$ cat config.mk
export PLATFORM = sky130hd
export DESIGN_NAME = regfile_wb_arbiter
export DESIGN_NICKNAME = d
export VERILOG_FILES = /design/src/rtl/regfile_ctrl_pkg.sv /design/src/rtl/regfile_scoreboard.sv /design/src/rtl/regfile_wb_arbiter.sv
export SDC_FILE = /design/constraint.sdc
export NUM_CORES = 1
export LEC_CHECK = 0
export ABC_AREA = 1
export ABC_CLOCK_PERIOD_IN_PS = 2800
export BUFFER_PORTS_ARGS = -buffer_cell sky130_fd_sc_hd__buf_2
export CORE_ASPECT_RATIO = 1.1
export CORE_MARGIN = 2
export CORE_UTILIZATION = 30
export CTS_BUF_LIST = sky130_fd_sc_hd__clkbuf_4 sky130_fd_sc_hd__clkbuf_8
export DETAILED_ROUTE_END_ITERATION = 10
export MAX_ROUTING_LAYER = met4
export PLACE_DENSITY = 0.6
export SYNTH_ARGS = -nofsm -noshare
export SYNTH_HDL_FRONTEND = slang
export SYNTH_HIERARCHICAL = 1
export SYNTH_SLANG_ARGS = --single-unit
$ cat constraint.sdc
create_clock -name clock -period 2.8 [get_ports clock]
set_input_delay 0.56 -clock clock [delete_from_list [all_inputs] [get_ports clock]]
set_output_delay 0.56 -clock clock [all_outputs]
set_load 0.05 [all_outputs]
$ cat src/rtl/regfile_ctrl_pkg.sv
// Shared widths and types for the register-file writeback arbiter and its scoreboard.
package regfile_ctrl_pkg;

  localparam int XLEN       = 32;
  localparam int REG_ADDR_W = 5;
  localparam int NUM_REGS   = 32;

  // Wide enough for the largest legal STARVE_LIMIT (15).
  localparam int STARVE_W   = 4;

  typedef logic [REG_ADDR_W-1:0] reg_addr_t;
  typedef logic [XLEN-1:0]       xdata_t;
  typedef logic [NUM_REGS-1:0]   reg_vec_t;

  typedef enum logic [1:0] {
    GRANT_NONE,
    GRANT_ALU,
    GRANT_LSU
  } grant_e;

  typedef struct packed {
    logic      en;
    reg_addr_t rd;
    xdata_t    data;
  } wb_t;

  // One-hot select of a register; x0 never appears in any mask.
  function automatic reg_vec_t rd_mask(input reg_addr_t rd);
    reg_vec_t m;
    m = '0;
    if (rd != '0) m[rd] = 1'b1;
    return m;
  endfunction

endpackage

$ cat src/rtl/regfile_scoreboard.sv
// Pending-load scoreboard: one busy bit per register, set on load issue,
// cleared on load return, with a combinational source-operand hazard lookup.
module regfile_scoreboard
  import regfile_ctrl_pkg::*;
(
  input  logic                  clock,
  input  logic                  reset,
  input  logic                  set_en,
  input  logic [REG_ADDR_W-1:0] set_rd,
  input  logic                  clr_en,
  input  logic [REG_ADDR_W-1:0] clr_rd,
  input  logic [REG_ADDR_W-1:0] chk_rs1,
  input  logic [REG_ADDR_W-1:0] chk_rs2,
  output logic [NUM_REGS-1:0]   busy,
  output logic                  hazard
);

  reg_vec_t set_mask;
  reg_vec_t clr_mask;
  reg_vec_t busy_next;

  // NOTE: every variable written in always_comb gets a default first, so no
  // path through the block can leave it unassigned and infer a latch.
  always_comb begin
    set_mask  = '0;
    clr_mask  = '0;
    if (set_en) set_mask = rd_mask(set_rd);
    if (clr_en) clr_mask = rd_mask(clr_rd);
    // Clear first, then set: a same-cycle return and re-issue leaves the bit set.
    busy_next = (busy & ~clr_mask) | set_mask;
  end

  // NOTE: state registers use non-blocking assignments so every flop samples
  // the pre-edge values regardless of statement order.
  // The busy vector is plain flops with reset, not a RAM: it must clear in one cycle.
  always_ff @(posedge clock) begin
    if (!reset) busy <= '0;
    else        busy <= busy_next;
  end

  always_comb begin
    hazard = 1'b0;
    if (chk_rs1 != '0 && busy[chk_rs1]) hazard = 1'b1;
    if (chk_rs2 != '0 && busy[chk_rs2]) hazard = 1'b1;
  end

endmodule

$ cat src/rtl/regfile_wb_arbiter.sv
// Two-source writeback arbiter (ALU priority, LSU anti-starvation) driving the
// register-file write port through a one-cycle output register.
module regfile_wb_arbiter
  import regfile_ctrl_pkg::*;
#(
  parameter int STARVE_LIMIT = 4
) (
  input  logic                  clock,
  input  logic                  reset,
  input  logic                  alu_valid,
  output logic                  alu_ready,
  input  logic [REG_ADDR_W-1:0] alu_rd,
  input  logic [XLEN-1:0]       alu_data,
  input  logic                  lsu_valid,
  output logic                  lsu_ready,
  input  logic [REG_ADDR_W-1:0] lsu_rd,
  input  logic [XLEN-1:0]       lsu_data,
  input  logic                  issue_valid,
  output logic                  issue_ready,
  input  logic [REG_ADDR_W-1:0] issue_rd,
  input  logic [REG_ADDR_W-1:0] chk_rs1,
  input  logic [REG_ADDR_W-1:0] chk_rs2,
  output logic                  hazard,
  output logic                  rf_write_enable,
  output logic [REG_ADDR_W-1:0] rf_addr_rd,
  output logic [XLEN-1:0]       rf_data_rd,
  output logic [NUM_REGS-1:0]   busy
);

  localparam logic [STARVE_W-1:0] LIMIT = STARVE_W'(STARVE_LIMIT);

  logic [STARVE_W-1:0] starve_cnt;
  logic                lsu_priority;
  grant_e              grant;
  logic                lsu_xfer;
  logic                issue_xfer;
  logic                rd_returning;
  wb_t                 wb_q;

  assign lsu_priority = (starve_cnt == LIMIT);

  // Readies look only at valids and starvation state, never at the payloads.
  always_comb begin
    alu_ready = 1'b0;
    lsu_ready = 1'b0;
    grant     = GRANT_NONE;
    if (reset) begin
      lsu_ready = !alu_valid || lsu_priority;
      alu_ready = !(lsu_valid && lsu_priority);
      if (lsu_valid && lsu_ready)      grant = GRANT_LSU;
      else if (alu_valid && alu_ready) grant = GRANT_ALU;
    end
  end

  assign lsu_xfer = (grant == GRANT_LSU);

  // A load may re-claim a busy rd only if that rd is being returned this cycle.
  assign rd_returning = lsu_xfer && (lsu_rd == issue_rd);
  assign issue_ready  = reset && !(busy[issue_rd] && !rd_returning);
  assign issue_xfer   = issue_valid && issue_ready;

  always_ff @(posedge clock) begin
    if (!reset) begin
      starve_cnt <= '0;
    end else if (!lsu_valid || lsu_xfer) begin
      starve_cnt <= '0;
    end else if (starve_cnt != LIMIT) begin
      starve_cnt <= starve_cnt + 1'b1;
    end
  end

  // rd=0 transfers complete but never write; address/data keep their last value.
  always_ff @(posedge clock) begin
    if (!reset) begin
      wb_q <= '0;
    end else begin
      wb_q.en <= 1'b0;
      case (grant)
        GRANT_ALU: begin
          if (alu_rd != '0) begin
            wb_q.en   <= 1'b1;
            wb_q.rd   <= alu_rd;
            wb_q.data <= alu_data;
          end
        end
        GRANT_LSU: begin
          if (lsu_rd != '0) begin
            wb_q.en   <= 1'b1;
            wb_q.rd   <= lsu_rd;
            wb_q.data <= lsu_data;
          end
        end
        default: ;
      endcase
    end
  end

  assign rf_write_enable = wb_q.en;
  assign rf_addr_rd      = wb_q.rd;
  assign rf_data_rd      = wb_q.data;

  regfile_scoreboard u_scoreboard (
    .clock   (clock),
    .reset   (reset),
    .set_en  (issue_xfer),
    .set_rd  (issue_rd),
    .clr_en  (lsu_xfer),
    .clr_rd  (lsu_rd),
    .chk_rs1 (chk_rs1),
    .chk_rs2 (chk_rs2),
    .busy    (busy),
    .hazard  (hazard)
  );

endmodule

==> results.sh <==
export IMPL_dp_hpwl_um=12690
export IMPL_finalCritPeriodShare_pct=96.33
export IMPL_grt_max_degree=41
export IMPL_dr_pass1_iters=5
export IMPL_antenna_found_initial=1
export IMPL_end_kind="register"
export IMPL_path_clk_slew_ns=0.08
export IMPL_final_antenna_net_count=0
export IMPL_p_leak_nw=3.128
export IMPL_crit_fanout=9
export IMPL_min_path_cells=2
export IMPL_gp_congestion=0.9106
export IMPL_num_vias=5798
export IMPL_grt_pass1_vias=5431
export IMPL_synth_cells=795
export IMPL_drt_total_wl_um=16940
export IMPL_crit_path_start_kind="register"
export IMPL_top_usage_layer="met2"
export IMPL_syn2layout_area_growth_pct=30.47
export IMPL_rows=48
export IMPL_yosysSeqAreaShare_pct=30.97
export IMPL_use_met1_pct=24.43
export IMPL_layout_drive_gt1_share_pct=25.69
export IMPL_path_class="register to register"
export IMPL_clock_path_buffers=2
export IMPL_ys_async_sr_fraction_pct=0
export IMPL_final_common_cell="nand2_1"
export IMPL_max_vdd_ir_drop_v=0.0002087
export IMPL_setup_viol=0
export IMPL_slew_violations=0
export IMPL_reg2reg_depth=21
export IMPL_status="completed"
export IMPL_ys_warn_count=6
export IMPL_hold_viol_final=0
export IMPL_core_area_sq_mm=0.01568
export IMPL_critPathRequiredTime_ns=3.05
export IMPL_die_w_um=124.4
export IMPL_clk_latency_ns=0.35
export IMPL_met3_usage_pct=3.621
export IMPL_post_drt_wl_per_cell_um=14.38
export IMPL_initial_core_util_pct=30.52
export IMPL_synth_ff_type="dfxtp_1"
export IMPL_synth_nets=893
export IMPL_hp_class="register to register"
export IMPL_period_minus_slack_ns=2.697
export IMPL_remaining_drc_errors=0
export IMPL_io_pins=168
export IMPL_whs_ns=0.4407
export IMPL_via_per_inst=4.922
export IMPL_cts_tree="done"
export IMPL_n_fill_cell=1781
export IMPL_grtUsageMet2_pct=33.88
export IMPL_io_buffer_count=167
export IMPL_die_area_sq_mm=0.01697
export IMPL_maxSlewHeadroom_pct=59.48
export IMPL_final_nets=1070
export IMPL_drv_cap=0
export IMPL_ys_ff_latch=74
export IMPL_cts_made_buffers=9
export IMPL_syn_avg_cell_area_sq_um=6.017
export IMPL_max_clock_freq_mhz=370.7
export IMPL_track_usage_pct=20.22
export IMPL_synthDistinctLibCells=31
export IMPL_die_height_um=136.4
export IMPL_syn_area_sq_mm=0.004783
export IMPL_p_per_area_mw_per_mm2=442.6
export IMPL_grt_pass1_wl_um=27010
export IMPL_cp_arrival_ns=2.95
export IMPL_grt_ovfl_total=0
export IMPL_htreeDepth=3
export IMPL_total_power_mw=2.762
export IMPL_cts_root_buf="clkbuf_8"
export IMPL_drt_iter0_drc=259
export IMPL_most_common_layout_cells="nand2_1, buf_2, nand3_1"
export IMPL_skew_ns=0.01886
export IMPL_max_slew_worst_pin_slew_ns=0.6032
export IMPL_synth_edf_count=0
export IMPL_cts_sinks=74
## metrics by stage
| step | instances | cell area, sq um | setup slack [ns] | setup TNS [ns] | util [%] |
|---|---|---|---|---|---|
| after detailed placement | 1144 | 5836 | 0.1599 | 0 | 37.23 |
| after floorplan | 795 | 4811 | 0.02800 | 0 | - |
| after global routing | 1178 | 6241 | -0.03666 | -0.1193 | 39.81 |
| final | 1178 | 6241 | 0.1027 | 0 | 39.81 |
| after global placement | 1144 | 5836 | 0.1903 | 0 | 37.23 |
| after CTS | 1169 | 6127 | 0.001904 | 0 | 39.09 |
## layer usage
layer | part of all wire (%) | routed length, um
met5 | 0 | 0
met4 | 2.2 | 371
met3 | 8.0 | 1356
met2 | 48 | 8086
met1 | 42 | 7127
## sequential cells by signal, indices dropped and copies added (netlist names)
signal	flops
rf_addr_rd	5
rf_data_rd	32
starve_cnt	4
u_scoreboard/busy	32
rf_write_enable	1
## layout make-up
class | count | area (sq um) | share of cell area [%]
Sequential cell | 74 | 1484 | 23.78
Antenna cell | 1 | 2.502 | 0.04010
Clock buffer | 12 | 152.6 | 2.446
Inverter | 128 | 491.7 | 7.879
Multi-Input combinational cell | 552 | 2634 | 42.20
Timing Repair Buffer | 207 | 1175 | 18.83
Clock inverter | 4 | 51.30 | 0.8220
Tap cell | 200 | 250.2 | 4.010
## synth_stat cells, drive strengths merged (4+ instances only)
cell type / count / area, sq um
nor2: 18 / 67.56
o22ai: 6 / 37.54
nand2: 209 / 789.5
inv: 126 / 480.5
o21ai: 75 / 379.1
buf: 27 / 198.9
nor3: 13 / 75.07
nand3: 147 / 740.7
a21oi: 73 / 365.4
clkbuf: 14 / 52.55
ha: 4 / 50.05
dfxtp: 74 / 1481
## path summary, 6_finish.rpt
path | startpoint | to | slack [ns]
worst max register to register | starve_cnt[1] | rf_data_rd[25] | 0.10
worst min-delay path | rf_data_rd[8] | rf_data_rd[8] | 0.44
worst min register to register | rf_data_rd[8] | rf_data_rd[8] | 0.44
worst max-delay path | starve_cnt[1] | rf_data_rd[25] | 0.10
## kinds of logic after synthesis
family / count (synthesis) / share of synthesized area [%]
fa+ha+maj: 4 / 1.046
compound gates: 158 / 16.92
xor+xnor: 2 / 0.3663
buf+inv: 169 / 15.46
flops: 74 / 30.97
simple gates: 388 / 35.23
## power breakdown
part	internal [mW]	leakage [nW]	total, mW	switching, mW
registers	1.11	0.604	1.13	0.0272
logic	0.242	2.42	0.766	0.524
clock network	0.457	0.103	0.863	0.406
total	1.80	3.13	2.76	0.958
## critical path, stage by stage, from the launching register on
cell and delay, ns:
dfxtp_2 0.33, inv_2 0.08, ha_4 0.15, nand3_4 0.08
nor2_1 0.11, inv_1 0.05, nand2_2 0.07, nor2_2 0.04
buf_4 0.12, buf_4 0.12, buf_4 0.12, buf_4 0.12
buf_4 0.12, buf_4 0.12, ha_1 0.23, inv_2 0.10
o21ai_4 0.06, buf_12 0.15, buf_4 0.15, buf_4 0.14
o21ai_1 0.11, a21oi_1 0.04
## what timing repair did
item                                    CTS  global route
cloned                                    0             0
resized for setup                         8            11
endpoints found under the setup margin    1            38
hold buffers                              0             0
pin swaps                                 2             8
buffers inserted                          9             8
No activity file was read; power rests on OpenSTA's default activity.
